$ cat config.mk
export PLATFORM = sky130hd
export DESIGN_NAME = alu_exec
export DESIGN_NICKNAME = d
export VERILOG_FILES = /design/src/rtl/alu_exec.sv
export SDC_FILE = /design/constraint.sdc
export NUM_CORES = 1
export LEC_CHECK = 0
export CAP_MARGIN = 20
export CELL_PAD_IN_SITES_DETAIL_PLACEMENT = 1
export CELL_PAD_IN_SITES_GLOBAL_PLACEMENT = 2
export CORE_ASPECT_RATIO = 1.75
export CORE_MARGIN = 10
export CORE_UTILIZATION = 42
export DETAILED_ROUTE_END_ITERATION = 10
export PLACE_DENSITY = 0.79
export REMOVE_ABC_BUFFERS = 1
export SLEW_MARGIN = 20
export SYNTH_ARGS = -nofsm -noshare
export SYNTH_HDL_FRONTEND = slang
export SYNTH_SLANG_ARGS = --single-unit
$ cat constraint.sdc
create_clock -name clk -period 3.1 [get_ports clk]
set_clock_uncertainty 0.2 [all_clocks]
set_input_delay 0.62 -clock clk [delete_from_list [all_inputs] [get_ports clk]]
set_output_delay 0.62 -clock clk [all_outputs]
set_load 0.01 [all_outputs]
$ cat src/rtl/alu_exec.sv
// alu_exec: executes 8XYN register-register ALU instructions against a
// 16 x 8 register file (V0..VF). Operands are latched on accept, the external
// ALU result is captured one cycle later, then written back to VX and
// optionally VF (flag last, so VF ends holding the flag when X=F).
module alu_exec (
  input  logic        clk,
  input  logic        rst_n,
  input  logic        instr_valid,
  output logic        instr_ready,
  input  logic [15:0] instr,
  output logic [7:0]  alu_a,
  output logic [7:0]  alu_b,
  output logic [3:0]  alu_op,
  input  logic [7:0]  alu_out,
  input  logic        alu_vf_wr,
  input  logic        alu_flag,
  input  logic        ext_we,
  input  logic [3:0]  ext_addr,
  input  logic [7:0]  ext_wdata,
  input  logic [3:0]  rd_addr,
  output logic [7:0]  rd_data,
  output logic        done,
  output logic        illegal
);

  typedef enum logic [1:0] {IDLE, EXEC, WB_VX, WB_VF} state_t;

  state_t      state_q, state_d;
  logic [7:0]  regs_q [16];
  logic [3:0]  x_q;
  logic [7:0]  a_q, b_q;
  logic [3:0]  op_q;
  logic [7:0]  res_q;
  logic        flag_q, vf_wr_q;
  logic        done_q, done_d;
  logic        illegal_q, illegal_d;
  logic        load_ops;
  logic        wr_en;
  logic [3:0]  wr_addr;
  logic [7:0]  wr_data;
  logic        legal;

  // Only 8XYN with N in {0..7, E} is executed.
  assign legal = (instr[15:12] == 4'h8) && ((instr[3] == 1'b0) || (instr[3:0] == 4'hE));

  assign instr_ready = (state_q == IDLE);
  assign alu_a       = a_q;
  assign alu_b       = b_q;
  assign alu_op      = op_q;
  assign rd_data     = regs_q[rd_addr];
  assign done        = done_q;
  assign illegal     = illegal_q;

  // Next state, the single register-file write port, and pulse requests.
  always_comb begin
    state_d   = state_q;
    wr_en     = 1'b0;
    wr_addr   = 4'h0;
    wr_data   = 8'h00;
    done_d    = 1'b0;
    illegal_d = 1'b0;
    load_ops  = 1'b0;
    case (state_q)
      IDLE: begin
        // External loads are only honoured while no instruction is in flight.
        if (ext_we) begin
          wr_en   = 1'b1;
          wr_addr = ext_addr;
          wr_data = ext_wdata;
        end
        if (instr_valid) begin
          if (legal) begin
            load_ops = 1'b1;
            state_d  = EXEC;
          end else begin
            illegal_d = 1'b1;
          end
        end
      end
      EXEC: begin
        state_d = WB_VX;
      end
      WB_VX: begin
        wr_en   = 1'b1;
        wr_addr = x_q;
        wr_data = res_q;
        if (vf_wr_q) begin
          state_d = WB_VF;
        end else begin
          done_d  = 1'b1;
          state_d = IDLE;
        end
      end
      WB_VF: begin
        wr_en   = 1'b1;
        wr_addr = 4'hF;
        wr_data = {7'b0, flag_q};
        done_d  = 1'b1;
        state_d = IDLE;
      end
      default: state_d = IDLE;
    endcase
  end

  // Control state, operand latches and captured ALU result.
  always_ff @(posedge clk) begin
    if (!rst_n) begin
      state_q   <= IDLE;
      done_q    <= 1'b0;
      illegal_q <= 1'b0;
      x_q       <= 4'h0;
      a_q       <= 8'h00;
      b_q       <= 8'h00;
      op_q      <= 4'h0;
      res_q     <= 8'h00;
      flag_q    <= 1'b0;
      vf_wr_q   <= 1'b0;
    end else begin
      state_q   <= state_d;
      done_q    <= done_d;
      illegal_q <= illegal_d;
      if (load_ops) begin
        // Register reads here see pre-edge contents, even if ext_we writes now.
        x_q  <= instr[11:8];
        a_q  <= regs_q[instr[11:8]];
        b_q  <= regs_q[instr[7:4]];
        op_q <= instr[3:0];
      end
      if (state_q == EXEC) begin
        res_q   <= alu_out;
        flag_q  <= alu_flag;
        vf_wr_q <= alu_vf_wr;
      end
    end
  end

  // Register file: cleared on reset, one write per cycle otherwise.
  always_ff @(posedge clk) begin
    if (!rst_n) begin
      for (int i = 0; i < 16; i++) regs_q[i] <= 8'h00;
    end else if (wr_en) begin
      regs_q[wr_addr] <= wr_data;
    end
  end

endmodule

Word level (Yosys, flattened, before mapping):

Memory sizes are Yosys's and may differ from the RTL's. A register that Yosys moved wholly into a read port is not among the register bits.
Index checks and enable logic that the tools add are counted.
Widths: inputs -> output; s select.

* equal/unequal tests: 7
* mux-type cells: 23
* bitwise gates (word level): 1
* reductions and logical operators: 9

Operators with widths (number)
* $pmux 8 s3: 1
* $mux 8: 2
* $pmux 4 s3: 1
* $mux 1: 11
* $eq 4x4->1 const B: 2
* $mux 4: 2
* $pmux 2 s4: 1
* $reduce_or 8->1: 1
* $mux 2: 3
* $eq 2x2->1 const B: 2
* $pmux 1 s2: 2
* $reduce_and 3->1: 1
* $eq 2x1->1 const B: 1
* $logic_not 1->1: 2
* $logic_not 2->1: 1
* $ne 2x1->1 const B: 1
* $ne 2x2->1 const B: 1
* $reduce_and 2->1: 1
* $reduce_or 2->1: 1
* $logic_and 1x1->1: 1
* $logic_or 1x1->1: 1
* $not 1->1: 1

* register bits after elaboration: 22
* bits in writable memories: 128
* memories: 1

Memory list
* regs_q: depth 16, bits a word 8, read ports 3, clocked after memory_dff 2, wr ports 16, line 29 `logic [7:0] regs_q [16];`

Longest topological paths before layout:

* depth in word-level cells: 8
* gate-level depth with buffers: 7
* gate-level depth less buffers: 4

Worst setup path before layout:

Ideal clock, no wire load.

* path type: in2out
* from: in rd_addr[0]
* to: out rd_data[0]
* data arrival time: 2.162 ns
* required time: 2.280 ns
* slack: 0.118 ns
* stages on the path: 4
* cell sequence: clkbuf_1 -> buf_2 -> mux4_2 -> mux4_2

* cells in the longest elaborated chain, start to end: 1

Ends and longest elaborated chain
* start: declaration: line 20 `input logic [3:0] rd_addr,`
* $mem_v2 16x8
* end: declaration: line 21 `output logic [7:0] rd_data,`

Every way passes these cells.

Worst setup path in the final report:

* from: in rd_addr[1]
* to: out rd_data[6]

Same word-level chain as after synthesis.

==> results.py <==
metrics = {
    "global_routing": {
        "grt_pass1_vias": 7595,
        "overflow": 0,
        "grt_util_met3_pct": 4.62,
        "grt_max_degree": 44,
        "antenna_found_initial": 0,
        "grt_use_met1_pct": 24.6,
        "grt_usage_pct": 23.2,
        "grt_pass1_wl_um": 48600,
        "top_usage_layer": "met2",
        "met2_usage_pct": 41.1,
    },
    "synth": {
        "synth_top_family_by_area": "multiplexers",
        "netlist_area_um2": 9110,
        "synth-xor-area-share_pct": 0,
        "synth_cell_types": 35,
        "syn_avg_cell_area_um2": 13.7,
        "yosys.area.top_type_share_pct": 42.2,
        "synthFlopType": "edfxtp_1",
        "ys_ff_latch": 166,
        "ys_warn_count": 0,
        "synth_edf_count": 128,
        "async_reset_ff_share_pct": 0,
        "yosys.area_share.simple_pct": 11.7,
        "synth.mux.area_fraction_pct": 29.3,
        "syn_inst": 663,
        "synth-compound-area-share_pct": 5.63,
        "yosys.area_share.adder_pct": 0,
        "synth_area_leaders": "edfxtp_1 (42%), mux4_2 (26%), dfxtp_1 (8.3%)",
        "yosys.area.top_type": "edfxtp_1",
        "yosysSeqAreaShare_pct": 50.5,
    },
    "clock_network": {
        "ctsHoldBuffers": 0,
        "cts_tree": "built",
        "htreeDepth": 4,
        "clock_path_buffers": 2,
        "clk_pin_slew_ns": 0.07,
        "cts_buffers": 17,
        "cts_root_buf": "clkbuf_16",
        "clock_latency_ns": 0.44,
        "clock_sinks": 166,
    },
    "route": {
        "drt-initial-drc-count": 823,
        "avgRoutedWirePerCell_um": 30.2,
        "drt-pass1-iter-count": 7,
        "drc_errors": 0,
        "wl_um": 32400,
        "viasPerCell": 6.42,
        "vias": 6898,
        "ant_nets": 0,
    },
    "sta": {
        "setup_viol": 0,
        "tns_ns": 0,
        "slew_headroom_pct": 54.9,
        "hold_viol_final": 0,
        "fmaxAchievable_mhz": 325,
        "period_needed_ns": 3.07,
        "tightest_slew_ns": 0.675,
        "min_period_over_period_pct": 99.2,
        "rsz0062_at_grt": "false",
        "slew_violations": 0,
    },
    "layout": {
        "nets": 815,
        "final_common_cell": "nor2_1",
        "diodes": 0,
        "layout-drive-gt1-share_pct": 28.4,
        "fin_area_um2": 11400,
        "area_growth_pct": 24.9,
        "most-common-layout-cells": "nor2_1 (130), edfxtp_1 (128), mux4_2 (104)",
        "layout.cells.non_filler": 1074,
    },
    "worst_setup_path": {
        "worstPathArrival_ns": 2.25,
        "critPathLaunch": "rd_addr[1]",
        "worst_setup_path_start_kind": "input port",
        "required_ns": 2.28,
        "r2r_start": "state_q[1]$_SDFFE_PN0P_",
        "critical_path_class": "in2out",
        "endpoint_kind": "output port",
        "crit_fanout": 9,
    },
    "placement": {
        "dpl.hpwl_um": 22400,
        "dp_cells": 1033,
        "portBuffers": 76,
        "routabilityCongestion": 0.865,
        "placed_area_um2": 10700,
    },
    "status": {
        "run_status": "completed",
    },
    "floorplanning": {
        "ios": 77,
        "core_area_um2": 21400,
        "num_rows": 71,
        "die_height_um": 215,
        "fp.dieW_um": 131,
        "die_area_um2": 28200,
        "start_util_pct": 42.6,
    },
    "power_and_ir_drop": {
        "p_leak_nw": 4.02,
        "vdd_drop_max_uv": 297,
        "power_density_nw_per_um2": 467,
    },
    "min_path": {
        "min_from": "res_q[6]$_SDFFE_PN0N_",
        "min_path_type": "reg2reg",
    },
    "run": {
        "maxCapViolations": 0,
    },
}
cells by family (layout without fill, tap and decap cells):
| logic type | after synthesis | in the layout |
|---|---|---|
| and+or+nand+nor | 241 | 241 |
| DFF | 166 | 166 |
| muxes | 137 | 137 |
| buffers and inverters | 60 | 179 |
| AOI/OAI and AO/OA | 59 | 59 |
Yosys cell counts, drive strengths merged, types with 2 or more instances:
master	number
a21boi	20
a21oi	3
a22o	6
and3b	2
buf	23
clkbuf	32
dfxtp	38
edfxtp	128
inv	4
mux2i	32
mux4	104
nand2	62
nand2b	4
nand3	19
nand3b	2
nand4	16
nor2	130
nor3b	2
o21ai	5
o221ai	16
o31a	3
o31ai	3
path summary, 6_finish.rpt:
path / cells after the start / slack [ns] / endpoint
max reg2reg: 5 / 0.61 / regs_q[8][4]$_SDFFCE_PN0P_
min: 2 / 0.27 / res_q[6]$_SDFFE_PN0N_
max: 6 / 0.03 / rd_data[6]
min reg2reg: 2 / 0.27 / res_q[6]$_SDFFE_PN0N_
critical path, cell delays in order:
cell and delay, ns:
buf_2 0.20, buf_12 0.18, buf_12 0.14, mux4_2 0.30
mux4_2 0.50, dlygate4sd2_1 0.31
routing by layer:
layer / routed length (µm) / vias up
li1: - / 2815
met1: 10800 / 3523
met2: 17300 / 450
met3: 2380 / 110
met4: 1910 / 0
met5: 0 / -
repair_timing:
item / CTS / global route
cloned: 2 / 0
buffers inserted: 7 / 0
resized for setup: 23 / 3
endpoints found under the setup margin: 8 / 3
through the flow:
step | power [mW] | setup WS [ns] | hold slack (ns) | util (%)
6_report | 5.32 | 0.0263 | 0.268 | 53.2
5_1_grt | 5.49 | 0.00220 | 0.299 | 53.2
2_1_floorplan | 2.89 | 0.548 | 0.225 | -
3_3_place_gp | 3.27 | -0.399 | 0.253 | 50.0
4_1_cts | 5.35 | -0.00263 | 0.273 | 53.3
3_5_place_dp | 3.30 | -0.436 | 0.264 | 50.0
cell type report:
type | instances | area [µm²]
fillers | 2109 | 10000
repair buffers | 142 | 1580
clock buffers | 20 | 437
inverters | 5 | 18.8
multi-input cells | 437 | 4260
flip-flops and latches | 166 | 4600
clock inverters | 12 | 123
well taps | 292 | 365
sequential cells by signal, indices dropped and copies added (netlist names):
register  count
alu_a         8
alu_b         8
alu_op        4
done          1
flag_q        1
illegal       1
regs_q      128
res_q         8
state_q       2
vf_wr_q       1
x_q           4
power breakdown:
| group | switching, mW | leakage [nW] | internal (mW) |
|---|---|---|---|
| combinational | 0.348 | 2.13 | 0.389 |
| sequential | 0.0701 | 1.63 | 2.46 |
| clock | 0.933 | 0.256 | 1.12 |
(Power assumes the default switching activity.)
